## src/rtl/mult_prod_accumulator_if.sv

```systemverilog
// Handshake bundle between the multiplier product stream and the
// accumulator result stream.
interface mult_prod_accumulator_if #(
    parameter int ACC_W = 10
);
    logic             in_valid;
    logic             in_ready;
    logic [7:0]       in_prod;
    logic             out_valid;
    logic             out_ready;
    logic [ACC_W-1:0] out_sum;
    logic             out_ovf;

    modport master (
        output in_valid,
        output in_prod,
        output out_ready,
        input  in_ready,
        input  out_valid,
        input  out_sum,
        input  out_ovf
    );

    modport slave (
        input  in_valid,
        input  in_prod,
        input  out_ready,
        output in_ready,
        output out_valid,
        output out_sum,
        output out_ovf
    );
endinterface

```

## src/rtl/mult_prod_accumulator.sv

```systemverilog
// Sums N_TERMS consecutive 8-bit products into an ACC_W result.
// Define MULT_ACC_SAT_EN to saturate instead of wrap.
module mult_prod_accumulator #(
    parameter int N_TERMS = 4,
    parameter int ACC_W   = 10
) (
    input  logic clk,
    input  logic rst,
    mult_prod_accumulator_if.slave bus
);
    localparam int CNT_W = (N_TERMS > 1) ? $clog2(N_TERMS) : 1;
    localparam logic [CNT_W-1:0] CNT_LAST = CNT_W'(N_TERMS - 1);

    localparam logic [0:0] ST_ACC  = 1'b0;
    localparam logic [0:0] ST_HOLD = 1'b1;

    logic [0:0]       state;
    logic [ACC_W-1:0] acc;
    logic [CNT_W-1:0] cnt;
    logic             ovf_acc;
    logic             out_valid_q;
    logic [ACC_W-1:0] out_sum_q;
    logic             out_ovf_q;

    logic             accepting;
    logic             beat;
    logic             last;
    logic [ACC_W:0]   raw;
    logic             carry;
    logic [ACC_W-1:0] sum_nx;

    // in_ready depends only on registered state
    assign accepting = (state == ST_ACC);
    assign beat      = bus.in_valid & accepting;
    assign last      = (cnt == CNT_LAST);

    assign raw   = {1'b0, acc} + {{(ACC_W - 7){1'b0}}, bus.in_prod};
    assign carry = raw[ACC_W];

`ifdef MULT_ACC_SAT_EN
    assign sum_nx = carry ? {ACC_W{1'b1}} : raw[ACC_W-1:0];
`else
    assign sum_nx = raw[ACC_W-1:0];
`endif

    always_ff @(posedge clk) begin
        if (rst) begin
            state       <= ST_ACC;
            acc         <= '0;
            cnt         <= '0;
            ovf_acc     <= 1'b0;
            out_valid_q <= 1'b0;
            out_sum_q   <= '0;
            out_ovf_q   <= 1'b0;
        end else begin
            unique case (1'b1)
                (state == ST_ACC): begin
                    if (beat) begin
                        if (last) begin
                            out_sum_q   <= sum_nx;
                            out_ovf_q   <= ovf_acc | carry;
                            out_valid_q <= 1'b1;
                            state       <= ST_HOLD;
                            acc         <= '0;
                            cnt         <= '0;
                            ovf_acc     <= 1'b0;
                        end else begin
                            acc     <= sum_nx;
                            ovf_acc <= ovf_acc | carry;
                            cnt     <= cnt + 1'b1;
                        end
                    end
                end
                (state == ST_HOLD): begin
                    // result fields persist after the handshake
                    if (bus.out_ready) begin
                        out_valid_q <= 1'b0;
                        state       <= ST_ACC;
                    end
                end
                default: state <= ST_ACC;
            endcase
        end
    end

    assign bus.in_ready  = accepting;
    assign bus.out_valid = out_valid_q;
    assign bus.out_sum   = out_sum_q;
    assign bus.out_ovf   = out_ovf_q;
endmodule

```

## src/flat_wrapper.sv

```systemverilog
// flat-port wrapper written by rule: the top's interface ports become plain ports
module mult_prod_accumulator_flat 
#(
    parameter int N_TERMS = 4,
    parameter int ACC_W   = 10
)
  (clk, rst, bus_in_valid, bus_in_prod, bus_out_ready, bus_in_ready, bus_out_valid, bus_out_sum, bus_out_ovf);
  mult_prod_accumulator_if #(.ACC_W(ACC_W)) bus_i ();
  input  logic clk;
  input  logic rst;
  input wire logic [$bits(bus_i.in_valid)-1:0] bus_in_valid;
  input wire logic [$bits(bus_i.in_prod)-1:0] bus_in_prod;
  input wire logic [$bits(bus_i.out_ready)-1:0] bus_out_ready;
  output wire logic [$bits(bus_i.in_ready)-1:0] bus_in_ready;
  output wire logic [$bits(bus_i.out_valid)-1:0] bus_out_valid;
  output wire logic [$bits(bus_i.out_sum)-1:0] bus_out_sum;
  output wire logic [$bits(bus_i.out_ovf)-1:0] bus_out_ovf;
  assign bus_i.in_valid = bus_in_valid;
  assign bus_i.in_prod = bus_in_prod;
  assign bus_i.out_ready = bus_out_ready;
  assign bus_in_ready = bus_i.in_ready;
  assign bus_out_valid = bus_i.out_valid;
  assign bus_out_sum = bus_i.out_sum;
  assign bus_out_ovf = bus_i.out_ovf;
  mult_prod_accumulator #(.N_TERMS(N_TERMS), .ACC_W(ACC_W)) u_core (.clk(clk), .rst(rst), .bus(bus_i));
endmodule
```

## config.mk

```make
export PLATFORM = sky130hd
export DESIGN_NAME = mult_prod_accumulator_flat
export DESIGN_NICKNAME = d
export VERILOG_FILES = /design/src/rtl/mult_prod_accumulator_if.sv /design/src/rtl/mult_prod_accumulator.sv /design/src/flat_wrapper.sv
export SDC_FILE = /design/constraint.sdc
export NUM_CORES = 1
export LEC_CHECK = 0
export ABC_AREA = 1
export CORE_UTILIZATION = 49
export CTS_BUF_LIST = sky130_fd_sc_hd__clkbuf_8
export DETAILED_ROUTE_END_ITERATION = 6
export PLACE_DENSITY = 0.77
export SKIP_CTS_REPAIR_TIMING = 1
export SLEW_MARGIN = 25
export SYNTH_ARGS = -nofsm -noshare
export SYNTH_HDL_FRONTEND = slang
export SYNTH_SLANG_ARGS = --single-unit
```

## constraint.sdc

```tcl
create_clock -name clk -period 1.6 [get_ports clk]
set_input_delay 0.24 -clock clk [delete_from_list [all_inputs] [get_ports clk]]
set_output_delay 0.24 -clock clk [all_outputs]
set_load 0.01 [all_outputs]
```

### Yosys cells after proc, flatten, opt, wreduce, memory -nomap -nowiden

Index checks and enable logic that the tools add are counted.

| word-level totals | value |
|---|---|
| latch bits | 0 |
| output and inout port bits | 13 |
| memories | 0 |
| bits in writable memories | 0 |
| bits in registers | 26 |
| memory bits (read-only) | 0 |

| operators by class | value |
|---|---|
| equal/unequal tests | 4 |
| $mul | 0 |
| $add $sub $neg | 2 |
| $lt $le $gt $ge | 0 |
| div/mod/pow operators | 0 |
| bitwise operators | 3 |
| muxes and demuxes | 11 |
| reduce and logical (&&, ||, !) cells | 3 |
| shift operators | 0 |

Operators with widths:

| operator | count |
|---|---|
| 10-bit by 8-bit adder with 11-bit output | 1 |
| 10-bit 2-to-1 mux | 1 |
| 1-bit 2-to-1 mux | 7 |
| 2-bit != test, second input constant | 3 |
| 3-bit AND reduction | 2 |
| 1-bit case mux with 2 select lines | 2 |
| 2-bit by 1-bit adder with 2-bit output, second input constant | 1 |
| 2-bit equality test, second input constant | 1 |
| 2-bit 2-to-1 mux | 1 |
| 2-bit AND reduction | 1 |
| 1-bit bitwise AND | 1 |
| 1-bit NOT | 1 |
| 1-bit bitwise OR | 1 |

### Logic depth before layout (Yosys ltp)

| depth | value |
|---|---|
| depth after elaboration | 4 |
| depth in mapped cells | 12 |

### Worst setup path after synthesis

Ideal clock, no wire load.

| timing | value |
|---|---|
| path type | register to register |
| from | register u_core.acc[0] |
| to | register u_core.out_sum_q[8], in the netlist u_core.bus.out_sum[8] |
| cell stages (with the launch flop) | 12 |
| arrival time | 1.504 ns |
| slack | -0.012 ns |
| period minus slack after synthesis | 1.612 ns |
| setup time | 0.109 ns |
| required time | 1.491 ns |
| path through | dfxtp_1 ha_1 inv_1 fa_1 o21ai_2 nand2_1 nand2_1 nand2_1 nand2_1 nand2_1 nand2_1 inv_1 |

| on the way | value |
|---|---|
| cells in the longest elaborated chain, start to end | 1 |

RTL lines:

| what | line | text |
|---|---|---|
| start, declared | mult_prod_accumulator.sv:18 | `logic [ACC_W-1:0] acc;` |
| start signal, assigned | mult_prod_accumulator.sv:68 | `acc <= sum_nx;` |
| 10-bit by 8-bit adder with 11-bit output | mult_prod_accumulator.sv:37 | `assign raw = {1'b0, acc} + {{(ACC_W - 7){1'b0}}, bus.in_prod};` |
| end signal, assigned | mult_prod_accumulator.sv:60 | `out_sum_q <= sum_nx;` |
| end, declared | mult_prod_accumulator.sv:22 | `logic [ACC_W-1:0] out_sum_q;` |

No other way between the ends.
A chain may end at the register's enable or synchronous reset.

### Final worst setup path

Same ends and word-level chain as after synthesis.

==> results.yml <==
place:
  gp_congestion: 0.847
  dp_worst_setup_slack_ns: -0.472
  io_buffers: 24
  place_area_um2: 1800
  detailed_place_hpwl_um: 2270
sta:
  worst_pin_slew_ns: 0.318
  period_share: 1.05
  slew_headroom: 0.788
  layout_min_cycle_time_ns: 1.69
  timing.fmax_mhz: 592
  holdWs_ns: 0.424
  skew_ns: 0.00213
  timing.final.max_slew_violations: 0
  layout_setup_ws_ns: -0.0878
  hold_viol_final: 0
  finalSetupViolations: 8
  rsz0062_at_grt: "yes"
synth:
  ys_ff_latch: 26
  synth_seq_area_share: 0.365
  ys_types: 28
  synth_ff_type: "dfxtp_1"
  yosys_warnings: 0
  async_reset_ff_frac: 0
  synth_edf_count: 0
  syn-cell-area_um2: 1430
  syn_avg_cell_area_um2: 7.14
  syn-instance-count: 200
  syn_nets: 222
routing:
  drt-initial-drc-count: 41
  firstDrtPassIters: 6
  drt-total-wl_um: 3530
  via_count: 1405
  ant_nets: 0
  via_per_inst: 5.13
  wl_per_cell_um: 12.9
  drc: 0
clock_tree:
  path_clk_slew_ns: 0.09
  cts_tree: "built"
  cts_buffers: 3
  cts.sinks: 26
  ctsRootBufferMaster: "clkbuf_8"
  clock_latency_ns: 0.28
  clock_path_buffers: 2
  h-tree-depth: 1
worst_setup_path:
  critPathRequiredTime_ns: 1.79
  crit_path_end_kind: "flop"
  slowest_stage: "fa_2"
  crit_family: "adder cells"
  arrival_ns: 1.88
  crit_chain: "ha_4 > inv_2 > fa_2 > o21ai_4 > nand2_2 > nand2_2 > nand2_2 > nand2_1 > nand2_1 > nand2_1 > inv_1"
  cp-start-kind: "flop"
  path_buf_inv: 2
  cpPeakStageDelay_ns: 0.39
  cp.depth: 11
  path_class: "reg -> reg"
  reg2regPathDepth: 11
  path_max_fanout: 3
power:
  peakVddDrop_mv: 0.788
  p_leak_uw: 0.00100
  power_uw: 1800
  power.density_nw_per_um2: 872
final_layout:
  num-nets-final: 266
  drive_gt1_frac: 0.230
  finish.instance_area_um2: 2070
  areaGrowthSynthToFinish_pct: 44.8
  fillers: 199
  post-route-util: 0.750
  num_antenna_cells: 0
floorplan:
  start_util: 0.518
  die-area_um2: 3130
  die_x_um: 56.0
  core_area_um2: 2760
  num_io_pins: 25
  num_rows: 19
  die_h_um: 56.0
global_routing:
  antenna_found_initial: 0
  grt_pass1_wl_um: 5070
  grt-ovfl-total: 0
  grt_pass1_vias: 1187
  grt_usage: 0.203
  grt_max_degree: 16
outcome:
  violations: "setup timing"
  status: "finished with violations"
hold_path:
  hold_path.class: "in -> reg"
  min_path_cells: 4
flow_run:
  drv_cap: 0
-- state kept, by name, indices dropped and copies added (netlist names) --
signal and flops:
u_core.state 1, u_core.acc 10, u_core.bus.out_ovf 1, u_core.cnt 2, u_core.bus.out_valid 1, u_core.ovf_acc 1
u_core.bus.out_sum 10
-- worst paths after layout --
path                                            startpoint  slack, ns                                  to
worst max-delay path            u_core.acc[0]$_SDFFE_PP0P_      -0.09  u_core.bus.out_sum[8]$_SDFFE_PP0P_
worst min-delay path                        bus_in_prod[0]       0.42          u_core.acc[0]$_SDFFE_PP0P_
worst max register to register  u_core.acc[0]$_SDFFE_PP0P_      -0.09  u_core.bus.out_sum[8]$_SDFFE_PP0P_
worst min register to register     u_core.state$_SDFF_PP0_       0.48             u_core.state$_SDFF_PP0_
-- cell usage after synthesis, drive strengths merged (2+ instances only) --
cell / count / area, µm²
a21oi: 20 / 100
buf: 2 / 16.3
clkbuf: 3 / 11.3
dfxtp: 26 / 521
ha: 9 / 113
inv: 29 / 109
nand2: 65 / 259
nand3: 13 / 70.1
nor2: 6 / 22.5
o21a: 5 / 37.5
o21ai: 8 / 43.8
o21bai: 3 / 22.5
xor2: 2 / 17.5
-- area by class of cell --
type | instances | area [µm²] | share of cell area
Clock buffer | 3 | 41.3 | 0.0200
Clock inverter | 1 | 30.0 | 0.0145
Inverter | 29 | 109 | 0.0527
Multi-Input combinational cell | 140 | 918 | 0.444
Sequential cell | 26 | 523 | 0.253
Tap cell | 31 | 38.8 | 0.0188
Timing Repair Buffer | 44 | 407 | 0.197
-- cells in the final DEF, fill, tap and decap left out, types with 2 or more instances in the layout --
master           netlist  layout
inv_1                 26      25
clkdlybuf4s50_1        0      19
inv_2                  3       4
nor2_1                 6       5
clkbuf_8               0       3
ha_4                   0       7
buf_4                  0      19
dfxtp_2                0       2
o21a_1                 5       5
nand3_1               12      11
o21ai_0                6       6
nand3_2                1       2
nand2_4                2       2
a21oi_1               20      17
dlymetal6s2s_1         0       5
nand2_1               63      58
o21bai_1               3       3
nand2_2                0       5
a21oi_2                0       3
ha_1                   9       2
dfxtp_1               26      24
-- worst reg2reg max path: stages (launching register included) --
cell and delay [ns]:
dfxtp_2 0.37, ha_4 0.14, inv_2 0.04, fa_2 0.39, o21ai_4 0.24, nand2_2 0.10, nand2_2 0.08, nand2_2 0.05
nand2_1 0.07, nand2_1 0.04, nand2_1 0.06, inv_1 0.03
-- through the flow --
stage                     TNS [ns]  cells
after global routing         -1.53    274
after CTS                    -1.46    270
after floorplan                  0    200
final                       -0.449    274
after global placement       -5.74    266
after detailed placement     -6.14    266
-- per-layer routing --
layer  global-route usage  share of wire  up-vias
met5                    0              0        -
met4               0.0418          0.014        0
met3               0.0349          0.040        5
met2                0.347           0.51       39
met1                0.270           0.44      635
li1                     -              -      726
-- power breakdown --
part           leakage [µW]  switching (µW)  internal (µW)
clock             0.0000357             223            335
sequential         0.000213            31.5            687
combinational      0.000755             263            263
-- kinds of logic (layout without fill, tap and decap cells) --
logic type / Yosys count / count (layout) / share of synthesized area
simple gates: 87 / 87 / 0.263
compound gates: 40 / 40 / 0.166
buf+inv: 34 / 77 / 0.0955
flops: 26 / 26 / 0.365
fa+ha+maj: 10 / 10 / 0.0929
xor+xnor: 3 / 3 / 0.0184
No activity file was read; power rests on OpenSTA's default activity.
